--- src/rtl/ctc_addr_seq.sv ---
// CTC ROM address sequencer: 56-state word counter, serial instruction capture,
// next-address selection, status bits, return register and serial address output.
module ctc_addr_seq #(
   parameter int ADR_W    = 8,
   parameter int STAT_W   = 12,
   parameter int IS_START = 45
) (
   input  logic              cph2,
   input  logic              nrst,
   input  logic              is,
   input  logic              carry,
   input  logic              key_valid,
   input  logic [7:0]        key_code,
   output logic              ia,
   output logic              sync,
   output logic [ADR_W-1:0]  adr,
   output logic [STAT_W-1:0] status
);

   localparam int IW = $clog2(ADR_W);
   localparam logic [3:0] OP_SET    = 4'b0001;
   localparam logic [3:0] OP_TEST   = 4'b0101;
   localparam logic [3:0] OP_CLR    = 4'b1001;
   localparam logic [3:0] OP_CLRALL = 4'b1101;
   localparam logic [3:0] OP_RET    = 4'b0110;
   localparam logic [3:0] OP_KEYS   = 4'b1100;

   logic [5:0]        cnt_reg, cnt_next;
   logic [ADR_W-1:0]  adr_reg, adr_next;
   logic [ADR_W-1:0]  rtn_reg, rtn_next;
   logic [STAT_W-1:0] status_reg, status_next;
   logic              cond_reg, cond_next;
   logic              carry_acc_reg, carry_acc_next;
   logic [7:0]        key_r_reg, key_r_next;
   logic [9:0]        is_sr_reg, is_sr_next;

   logic              word_end, in_win, misc;
   logic [3:0]        op, n;
   logic [ADR_W-1:0]  adr_inc, target;
   logic [STAT_W-1:0] set_hit, clr_hit, tst_hit;

   assign word_end = (cnt_reg == 6'd55);
   assign in_win   = (cnt_reg >= 6'(IS_START)) && (cnt_reg <= 6'(IS_START + 9));
   assign op       = is_sr_reg[5:2];
   assign n        = is_sr_reg[9:6];
   assign misc     = word_end && (is_sr_reg[1:0] == 2'b00);
   assign adr_inc  = adr_reg + ADR_W'(1);
   assign target   = ADR_W'(is_sr_reg[9:2]);

   // Per-bit status update; an index beyond STAT_W simply matches no bit.
   genvar gi;
   generate
      for (gi = 0; gi < STAT_W; gi++) begin : g_stat
         assign set_hit[gi] = misc && (op == OP_SET) && (n == 4'(gi));
         assign clr_hit[gi] = misc && (((op == OP_CLR) && (n == 4'(gi))) || (op == OP_CLRALL));
         assign tst_hit[gi] = misc && (op == OP_TEST) && (n == 4'(gi)) && status_reg[gi];
         if (gi == 0) begin : g_key
            assign status_next[gi] = key_valid | set_hit[gi] | (status_reg[gi] & ~clr_hit[gi]);
         end else begin : g_plain
            assign status_next[gi] = set_hit[gi] | (status_reg[gi] & ~clr_hit[gi]);
         end
      end
   endgenerate

   always_comb begin
      adr_next = adr_reg;
      rtn_next = rtn_reg;
      if (word_end) begin
         adr_next = adr_inc;
         case (is_sr_reg[1:0])
            2'b01: begin
               rtn_next = adr_inc;
               adr_next = target;
            end
            2'b11: if (!cond_reg) adr_next = target;
            2'b00: begin
               if (op == OP_RET)
                  adr_next = rtn_reg;
               else if (op == OP_KEYS)
                  adr_next = key_valid ? ADR_W'(key_code) : ADR_W'(key_r_reg);
            end
            default: ;
         endcase
      end
   end

   always_comb begin
      cnt_next       = word_end ? 6'd0 : cnt_reg + 6'd1;
      cond_next      = word_end ? (carry_acc_reg | (|tst_hit)) : cond_reg;
      carry_acc_next = word_end ? 1'b0 : (carry_acc_reg | carry);
      key_r_next     = key_valid ? key_code : key_r_reg;
      is_sr_next     = in_win ? {is, is_sr_reg[9:1]} : is_sr_reg;
   end

   always_ff @(posedge cph2) begin
      if (!nrst) begin
         cnt_reg       <= '0;
         adr_reg       <= '0;
         rtn_reg       <= '0;
         status_reg    <= '0;
         cond_reg      <= 1'b0;
         carry_acc_reg <= 1'b0;
         key_r_reg     <= '0;
         is_sr_reg     <= '0;
      end else begin
         cnt_reg       <= cnt_next;
         adr_reg       <= adr_next;
         rtn_reg       <= rtn_next;
         status_reg    <= status_next;
         cond_reg      <= cond_next;
         carry_acc_reg <= carry_acc_next;
         key_r_reg     <= key_r_next;
         is_sr_reg     <= is_sr_next;
      end
   end

   // Address goes out LSB first in the first ADR_W states of each word.
   always_comb begin
      ia = 1'b0;
      if (cnt_reg < 6'(ADR_W))
         ia = adr_reg[cnt_reg[IW-1:0]];
   end

   assign sync   = in_win;
   assign adr    = adr_reg;
   assign status = status_reg;

endmodule

--- config.mk ---
export PLATFORM = sky130hd
export DESIGN_NAME = ctc_addr_seq
export DESIGN_NICKNAME = d
export VERILOG_FILES = /design/src/rtl/ctc_addr_seq.sv
export SDC_FILE = /design/constraint.sdc
export NUM_CORES = 1
export LEC_CHECK = 0
export CORE_MARGIN = 5
export CORE_UTILIZATION = 25
export CTS_CLUSTER_DIAMETER = 30
export CTS_CLUSTER_SIZE = 20
export DETAILED_ROUTE_END_ITERATION = 8
export PLACE_DENSITY = 0.41
export SLEW_MARGIN = 25
export SYNTH_ARGS = -nofsm -noshare
export SYNTH_HDL_FRONTEND = slang
export SYNTH_SLANG_ARGS = --single-unit
--- constraint.sdc ---
create_clock -name cph2 -period 1.9 [get_ports cph2]
set_input_delay 0.19 -clock cph2 [delete_from_list [all_inputs] [get_ports cph2]]
set_output_delay 0.19 -clock cph2 [all_outputs]
set_load 0.01 [all_outputs]
==> flow_metrics.py, run 1 <==
metrics = {
    "cells_and_area": {
        "final_core_util_pct": 32.8,
        "antennaDiodeCount": 0,
        "nets": 416,
        "multi_input_area_mm2": 0.00175,
        "largest_reg_flops": 12,
        "syn2layout_area_growth_pct": 30.2,
        "nFillCells": 1240,
        "seq_area_mm2": 0.00109,
        "drive_gt1_share_pct": 18.3,
    },
    "power": {
        "ir_drop_v": 0.000499,
        "p_leak_nw": 1.47,
        "p_sw_uw": 487,
        "intPower_mw": 1.85,
        "pwr_density_cell_mw_per_mm2": 600,
        "combPwrFrac_pct": 5.9,
        "pwr-share-seq_pct": 49.8,
        "switching_share_pct": 20.9,
        "p_clk_share_pct": 44.2,
    },
    "logic_synthesis": {
        "ys_warn_count": 0,
        "synth_area_leaders": "dfxtp_1 36%, mux2i_1 5.0%, nor2b_1 4.6%",
        "netlist_instances": 339,
        "ys_seq_area_share_pct": 36.2,
        "netlist.area_leader.share_pct": 36.2,
        "syn_area_mm2": 0.00299,
        "avgSynthCellArea_um2": 8.81,
        "synth.distinct_cells": 62,
        "synth_top_area_cell": "dfxtp_1",
        "syn_nets": 357,
        "synth_edf_count": 0,
        "ys_ff_latch": 54,
        "synthArstFlopShare_pct": 0,
        "synthFlopType": "dfxtp_1",
    },
    "critical_path": {
        "crit_required_ns": 2.08,
        "worstPathCellList": "ha_1 > and3_1 > nand2_1 > buf_4 > nor3_2 > buf_4 > mux2i_1 > nor2b_1",
        "r2r_cells": 8,
        "crit_start": "cnt_reg[0]",
        "crit_arrival_ns": 1.93,
        "cp_max_fo": 7,
        "cp.depth": 8,
        "r2r_start": "cnt_reg[0]",
        "worst-setup-path-type": "reg2reg",
        "worst_r2r_endpoint": "rtn_reg[5]",
        "slowest_delay_ns": 0.39,
        "critical-path-top-delay-family": "simple AND/OR/NAND/NOR gates",
        "cp_num_buf_inv": 2,
        "start_kind": "flip-flop",
        "worst_path_most_repeated_cell": "buf_4",
        "critical_path.endpoint_type": "flip-flop",
        "reg2reg_slack_ns": 0.16,
        "worst_path_max_delay_cell": "dfxtp_4",
        "endpoint": "rtn_reg[5]",
    },
    "placed_design": {
        "io_buffers": 34,
        "place_congestion": 0.820,
        "hpwl_mm": 6.58,
    },
    "clocking": {
        "clock_sinks": 54,
        "cts_buffers": 5,
        "clock_tree.root_cell": "clkbuf_16",
        "cts_setup_buffers": 0,
        "insertion_delay_ns": 0.29,
        "cts_tree": "built",
        "path_clk_slew_ns": 0.07,
        "hold_buffers": 0,
        "clk_path_buf_depth": 2,
        "htree_num_levels": 2,
    },
    "route": {
        "num_vias": 2650,
        "wl_per_cell_um": 16.1,
        "routed_wl_mm": 8.77,
        "ant_nets": 0,
        "drcViolationCount": 0,
        "drtIter0Drc": 212,
        "detail_route.first_pass.iterations": 4,
        "viasPerCell": 4.85,
    },
    "sta": {
        "finClkSkew_ns": 0.00475,
        "maxSlewViolCount": 0,
        "tightest_slew_ns": 0.443,
        "max_slew_margin_pct": 69.7,
        "timing.fmax_mhz": 574,
        "post-route-period-util_pct": 91.7,
        "fin_crit_ns": 1.74,
        "rsz0062_at_grt": "false",
        "fin_tns_setup_ns": 0,
        "finalSetupViolCount": 0,
        "hold_viol": 0,
    },
    "run": {
        "drv_cap": 0,
    },
    "hold_path": {
        "min_path_type": "in2reg",
    },
    "floorplan": {
        "initial_core_util_pct": 25.2,
        "core_area_mm2": 0.0119,
        "rows": 40,
        "die_w_um": 119,
        "die_h_um": 119,
        "io_pins": 35,
        "dieArea_mm2": 0.0142,
    },
    "global_routing": {
        "grt_pass1_wl_mm": 14.4,
        "grt_pass1_vias": 2624,
        "grt-ovfl-total": 0,
        "track_usage_pct": 12.5,
        "grt_max_degree": 54,
        "antenna_found_initial": 0,
    },
    "outcome": {
        "outcome": "complete, no violations",
    },
}
cell families after synthesis:
family	share of synthesized area (%)
AOI/OAI and AO/OA	22.9
xor gates and xnor gates	2.64
adders and majority gates	2.09
buffers and inverters	5.74
DFF	36.2
muxes	7.66
and+or+nand+nor	22.8
power groups by stage:
| stage | Clock (mW) | Sequential (mW) | Combinational [mW] |
|---|---|---|---|
| global placement | 0 | 1.19 | 0.137 |
| floorplan | 0 | 1.19 | 0.0729 |
| CTS | 1.08 | 1.16 | 0.142 |
| detailed placement | 0 | 1.19 | 0.141 |
| finish | 1.03 | 1.16 | 0.139 |
| global route | 1.11 | 1.16 | 0.155 |
placed cells by master, fill, tap and decap left out, drive strengths merged, types with 4 or more instances in the layout:
master and instances:
dfxtp 54, buf 44, nand2 35, clkdlybuf4s50 32, nor2b 23, a21oi 18
o21ai 17, a21boi 17, mux2i 15, nand3 15, nor2 12, inv 9
clkbuf 7, xor2 6, and3 5, and2 5, o211ai 5, ha 5
nor3 5, o211a 4, o21a 4, a211oi 4, a221oi 4, o31ai 4
nand2b 4
cell type report:
| type | instances | share of cell area, % |
|---|---|---|
| clock inverter | 3 | 1.03 |
| inverter | 9 | 0.868 |
| sequential | 54 | 27.9 |
| timing repair buffer | 78 | 17.3 |
| tap | 147 | 4.73 |
| clock buffer | 5 | 3.22 |
| multi-input combinational | 250 | 44.9 |
per-stage QoR:
step / hold slack, ns / setup WS (ns) / instance area [um2] / cells / total power, mW
3_5_place_dp: 0.488 / -0.0670 / 3720 / 538 / 1.33
2_1_floorplan: 0.306 / 0.172 / 2990 / 339 / 1.26
4_1_cts: 0.461 / 0.0175 / 3880 / 546 / 2.38
6_report: 0.466 / 0.157 / 3890 / 546 / 2.33
5_1_grt: 0.488 / 0.00590 / 3890 / 546 / 2.43
3_3_place_gp: 0.485 / -0.0190 / 3720 / 538 / 1.33
per-layer routing:
layer | wire length [um] | vias to the layer above | global-route usage [%]
met5 | 0 | - | 0
met4 | 117 | 0 | 3.15
met3 | 322 | 8 | 2.71
met2 | 3830 | 54 | 19.3
met1 | 4500 | 1246 | 17.7
li1 | - | 1342 | -
Yosys cell counts, types with 2 or more instances:
cell type	number
a21boi_0	9
o2111ai_1	2
a31oi_1	3
a221oi_1	4
buf_2	7
nand3b_1	2
nor3_2	2
o211ai_1	5
a2bb2oi_1	2
nor2b_1	22
inv_1	9
dfxtp_1	54
a21boi_1	8
nand2_1	35
mux4_2	3
nor3_1	3
o221ai_1	2
buf_6	2
o22ai_1	2
o31ai_1	4
o211a_1	4
xnor2_1	3
xor2_1	6
ha_1	5
nor2_1	12
mux2i_1	15
and3_1	5
nand3_1	15
a32oi_1	2
clkbuf_1	12
a211oi_1	4
o21ai_0	17
nand2b_1	3
buf_4	4
o21a_1	4
a21oi_1	18
and2_1	5
worst register-to-register path: cells and delay by family, from the launching register on:
kind | cells | cell delay, ns
adders and majority gates | 1 | 0.16
buffers and inverters | 2 | 0.37
DFF | 1 | 0.39
muxes | 1 | 0.21
and+or+nand+nor | 4 | 0.51
what timing repair did:
item	in CTS	in global routing
setup endpoints to repair	8	13
pin swaps	0	1
gates resized for setup	5	8
how the worst min path moves through the flow:
stage / depth (start not counted) / from / to / slack, ns
after global routing: 3 / carry / carry_acc_reg / 0.49
after detailed placement: 2 / status[1] / status[1] / 0.49
after CTS: 3 / carry / carry_acc_reg / 0.46
after global placement: 2 / status[2] / status[2] / 0.48
final: 3 / carry / carry_acc_reg / 0.47
after floorplan: 2 / carry / carry_acc_reg / 0.31
Note: power is estimated with default switching activity, not from simulation.
==> inputs of run 2 (changes only) <==
Settings changed: DONT_BUFFER_PORTS set to 1, PLACE_DENSITY 0.41 to 0.37.
==> run 2 against run 1 <==
Non-clock buffer count down 38; first-iteration DRC count down 40%; final cell count down 7.1%; critical path depth unchanged; core utilization down 3.3 points; power down 6.8%; critical endpoint is now sync; highest routed layer unchanged.
==> flow_metrics.py, run 2 (synthesis results as in run 1) <==
metrics = {
    "clocking": {
        "cts_tree": "built",
        "insertion_delay_ns": 0.31,
        "htree_num_levels": 2,
        "cts_buffers": 5,
        "clock_sinks": 54,
        "path_clk_slew_ns": 0.07,
        "clk_path_buf_depth": 2,
        "clock_tree.root_cell": "clkbuf_16",
    },
    "route": {
        "drtIter0Drc": 128,
        "viasPerCell": 4.93,
        "routed_wl_mm": 8.91,
        "num_vias": 2500,
        "ant_nets": 0,
        "drcViolationCount": 0,
        "wl_per_cell_um": 17.6,
        "detail_route.first_pass.iterations": 4,
    },
    "sta": {
        "post-route-period-util_pct": 94.8,
        "rsz0062_at_grt": "false",
        "fin_crit_ns": 1.80,
        "maxSlewViolCount": 0,
        "fin_tns_setup_ns": 0,
        "holdWs_ns": 0.0358,
        "finalSetupViolCount": 0,
        "tightest_slew_ns": 0.459,
        "timing.fmax_mhz": 555,
        "hold_viol": 0,
        "setup_slack_ns": 0.0997,
        "max_slew_margin_pct": 68.6,
        "finClkSkew_ns": 0.00672,
    },
    "hold_path": {
        "min_path_type": "in2reg",
    },
    "critical_path": {
        "worst_path_max_delay_cell": "dfxtp_2",
        "critical-path-top-delay-family": "buffers and inverters",
        "worst_path_most_repeated_cell": "buf_6",
        "slowest_delay_ns": 0.34,
        "cp_max_fo": 6,
        "worstPathCellList": "buf_6 > inv_1 > ha_1 > nor2b_1 > o2bb2ai_2 > nand2_1 > buf_6 > inv_2",
        "cp_num_buf_inv": 4,
        "worst-setup-path-type": "reg2out",
        "start_kind": "flip-flop",
        "crit_arrival_ns": 1.61,
        "critical_path.endpoint_type": "primary output",
        "crit_required_ns": 1.71,
    },
    "floorplan": {
        "initial_core_util_pct": 25.2,
        "dieArea_mm2": 0.0142,
        "die_h_um": 119,
        "rows": 40,
        "core_area_mm2": 0.0119,
        "io_pins": 35,
        "die_w_um": 119,
    },
    "cells_and_area": {
        "nFillCells": 1271,
        "nets": 378,
        "largest_reg_flops": 12,
        "multi_input_area_mm2": 0.00175,
        "seq_area_mm2": 0.00108,
        "syn2layout_area_growth_pct": 17.1,
        "final_cell_mix": "52 x dfxtp_1, 36 x buf_4, 35 x nand2_1",
        "drive_gt1_share_pct": 17.5,
        "final_common_cell": "dfxtp_1",
        "antennaDiodeCount": 0,
    },
    "power": {
        "p_sw_uw": 491,
        "pwr-share-seq_pct": 53.4,
        "p_clk_share_pct": 42.6,
        "combPwrFrac_pct": 4.1,
        "intPower_mw": 1.68,
        "pwr_density_cell_mw_per_mm2": 622,
        "ir_drop_v": 0.000297,
        "p_leak_nw": 1.29,
        "switching_share_pct": 22.6,
    },
    "global_routing": {
        "grt_max_degree": 54,
        "grt_pass1_wl_mm": 14.6,
        "track_usage_pct": 13.0,
        "antenna_found_initial": 0,
        "grt_pass1_vias": 2585,
        "grt-ovfl-total": 0,
    },
    "placed_design": {
        "io_buffers": 0,
        "place_ws_ns": 0.167,
        "place_congestion": 0.813,
        "hpwl_mm": 6.53,
    },
    "outcome": {
        "outcome": "complete, no violations",
    },
    "run": {
        "drv_cap": 0,
    },
}
## run 2: cell type report
type,count,area share (%)
clock buffers,6,3.68
clock inverters,1,0.215
well taps,147,5.26
inverters,9,0.966
repair buffers,40,8.98
flip-flops and latches,54,31.0
multi-input cells,250,49.9
## run 2: final timing paths
| kind | to | slack, ns | from | depth (start not counted) |
|---|---|---|---|---|
| worst max-delay path | sync | 0.1 | cnt_reg[0] | 8 |
| worst min-delay path | status[0] | 0.04 | key_valid | 2 |
| worst max register to register | is_sr_reg[6] | 0.13 | cnt_reg[0] | 10 |
| worst min register to register | key_r_reg[2] | 0.53 | key_r_reg[2] | 2 |
## run 2: per-layer routing
layer / wire length, um / track usage, %
met2: 3920 / 19.8
met4: 172 / 4.72
met3: 504 / 4.13
met1: 4320 / 17.3
met5: 0 / 0
## run 2: through the flow
stage                     cell area [um2]  cells  utilization, %  power [mW]
final                                3500    507            29.5        2.17
after global routing                 3500    507            29.5        2.27
after CTS                            3470    506            29.3        2.21
after detailed placement             3310    497            27.9        1.27
after global placement               3310    497            27.9        1.27
after floorplan                      2990    339               -        1.26
## run 2: what timing repair did
| action | CTS | global route |
|---|---|---|
| setup endpoints to repair | 1 | 5 |
| hold buffers | 1 | 0 |
| setup buffers | 1 | 1 |
| gates resized for setup | 1 | 8 |
| endpoints found under the hold margin | 1 | 0 |
| pin swaps | 1 | 1 |
## run 2: power by group through the flow
stage | Combinational, mW | Sequential, mW | Clock, mW
global placement | 0.0827 | 1.19 | 0
floorplan | 0.0729 | 1.19 | 0
detailed placement | 0.0841 | 1.19 | 0
CTS | 0.0868 | 1.16 | 0.968
finish | 0.0885 | 1.16 | 0.926
global route | 0.0981 | 1.16 | 1.01
==> inputs of run 3 (changes only) <==
Settings changed: CELL_PAD_IN_SITES_DETAIL_PLACEMENT set to 1, CELL_PAD_IN_SITES_GLOBAL_PLACEMENT set to 1, PLACE_DENSITY 0.37 to 0.46, SKIP_CTS_REPAIR_TIMING set to 1.
==> run 3 against run 2 <==
First-iteration DRC count down 35%; critical path depth down 3; core utilization fell by 0.33 points; largest cell class unchanged; critical endpoint is now ia; die area did not move; maximum frequency is 0.90% lower; worst hold slack worse by 0.022 ns; wire length grew 6.6%; final cell count fell by 0.79%; power is essentially flat.
==> flow_metrics.py, run 3 (synthesis results as in run 1) <==
metrics = {
    "floorplan": {
        "rows": 40,
        "initial_core_util_pct": 25.2,
        "io_pins": 35,
        "die_h_um": 119,
        "dieArea_mm2": 0.0142,
        "core_area_mm2": 0.0119,
        "die_w_um": 119,
    },
    "cells_and_area": {
        "final_cell_area_mm2": 0.00346,
        "nets": 374,
        "final_common_cell": "dfxtp_1",
        "final_cell_mix": "51 x dfxtp_1, 35 x nand2_1, 33 x buf_4",
        "largest_reg_flops": 12,
        "antennaDiodeCount": 0,
        "final_core_util_pct": 29.2,
        "syn2layout_area_growth_pct": 15.8,
        "drive_gt1_share_pct": 17.1,
    },
    "clocking": {
        "cts_buffers": 5,
        "path_clk_slew_ns": 0.07,
        "clock_sinks": 54,
        "htree_num_levels": 2,
        "cts_tree": "built",
        "clock_tree.root_cell": "clkbuf_16",
        "insertion_delay_ns": 0.31,
        "clk_path_buf_depth": 2,
    },
    "route": {
        "wl_per_cell_um": 18.9,
        "drcViolationCount": 0,
        "num_vias": 2495,
        "detail_route.first_pass.iterations": 4,
        "ant_nets": 0,
        "viasPerCell": 4.96,
        "drtIter0Drc": 83,
        "routed_wl_mm": 9.50,
    },
    "placed_design": {
        "place_congestion": 0.789,
        "placed_cell_area_mm2": 0.00329,
        "hpwl_mm": 7.03,
        "io_buffers": 0,
    },
    "critical_path": {
        "worst-setup-path-type": "reg2out",
        "worst_path_max_delay_cell": "mux4_2",
        "cp_num_buf_inv": 2,
        "critical-path-top-delay-family": "multiplexers",
        "worstPathCellList": "buf_6 > mux4_2 > mux2i_1 > nor4_1 > buf_4",
        "critical_path.endpoint_type": "primary output",
        "slowest_delay_ns": 0.49,
        "crit_arrival_ns": 1.63,
        "cp_max_fo": 4,
        "start_kind": "flip-flop",
        "crit_required_ns": 1.71,
    },
    "power": {
        "pwr_density_cell_mw_per_mm2": 629,
        "total_power_mw": 2.18,
        "p_leak_nw": 1.27,
        "ir_drop_v": 0.000311,
    },
    "global_routing": {
        "grt_pass1_vias": 2620,
        "grt_pass1_wl_mm": 15.3,
        "grt_max_degree": 54,
        "track_usage_pct": 13.9,
        "grt-ovfl-total": 0,
        "antenna_found_initial": 0,
    },
    "sta": {
        "timing.fmax_mhz": 550,
        "finClkSkew_ns": 0.0110,
        "tightest_slew_ns": 0.494,
        "maxSlewViolCount": 0,
        "rsz0062_at_grt": "true",
        "fin_crit_ns": 1.82,
        "hold_viol": 0,
        "finalSetupViolCount": 0,
        "max_slew_margin_pct": 67.0,
        "post-route-period-util_pct": 95.6,
    },
    "outcome": {
        "outcome": "complete, no violations",
    },
    "hold_path": {
        "min_path_type": "in2reg",
    },
    "run": {
        "drv_cap": 0,
    },
}
run 3: through the flow:
stage                     TNS (ns)  std cells  hold slack [ns]  setup WS (ns)
after global placement           0        494            0.316          0.118
after floorplan                  0        339            0.306          0.172
after detailed placement         0        494            0.324          0.117
final                            0        503           0.0135         0.0833
after CTS                   -0.152        501          0.00434         -0.133
after global routing       -0.0741        503          0.00135        -0.0423
run 3: worst paths after layout:
path                            slack (ns)  cells after the start             to    startpoint
worst min register to register        0.53                      2   key_r_reg[2]  key_r_reg[2]
worst max register to register        0.15                      5         adr[2]  is_sr_reg[3]
worst min-delay path                  0.01                      2  carry_acc_reg         carry
worst max-delay path                  0.08                      5             ia    cnt_reg[0]
run 3: power by group:
group / leakage (nW) / internal, mW / total, mW / switching [mW]
Sequential: 0.439 / 1.15 / 1.16 / 0.0106
Clock: 0.0619 / 0.483 / 0.929 / 0.446
Combinational: 0.769 / 0.0504 / 0.0866 / 0.0362
run 3: layout make-up:
type / count / area, um2
fillers: 1390 / 8400
multi-input cells: 250 / 1740
flip-flops and latches: 54 / 1080
repair buffers: 36 / 282
well taps: 147 / 184
clock buffers: 5 / 125
inverters: 9 / 33.8
clock inverters: 2 / 15.0
run 3: worst reg2reg max path: cells and delay by family, from the launching register on:
family           cells  cell delay (ns)
AND/OR/NAND/NOR      3             0.64
flip-flops           1             0.53
AO/OA/AOI/OAI        2             0.46
run 3: metal layers:
| metal | global-route usage, % | vias up | wire length, um |
|---|---|---|---|
| li1 | - | 1250 | - |
| met1 | 17.4 | 1216 | 4400 |
| met2 | 23.3 | 24 | 4620 |
| met3 | 4.37 | 5 | 381 |
| met4 | 3.01 | 0 | 89 |
| met5 | 0 | - | 0 |
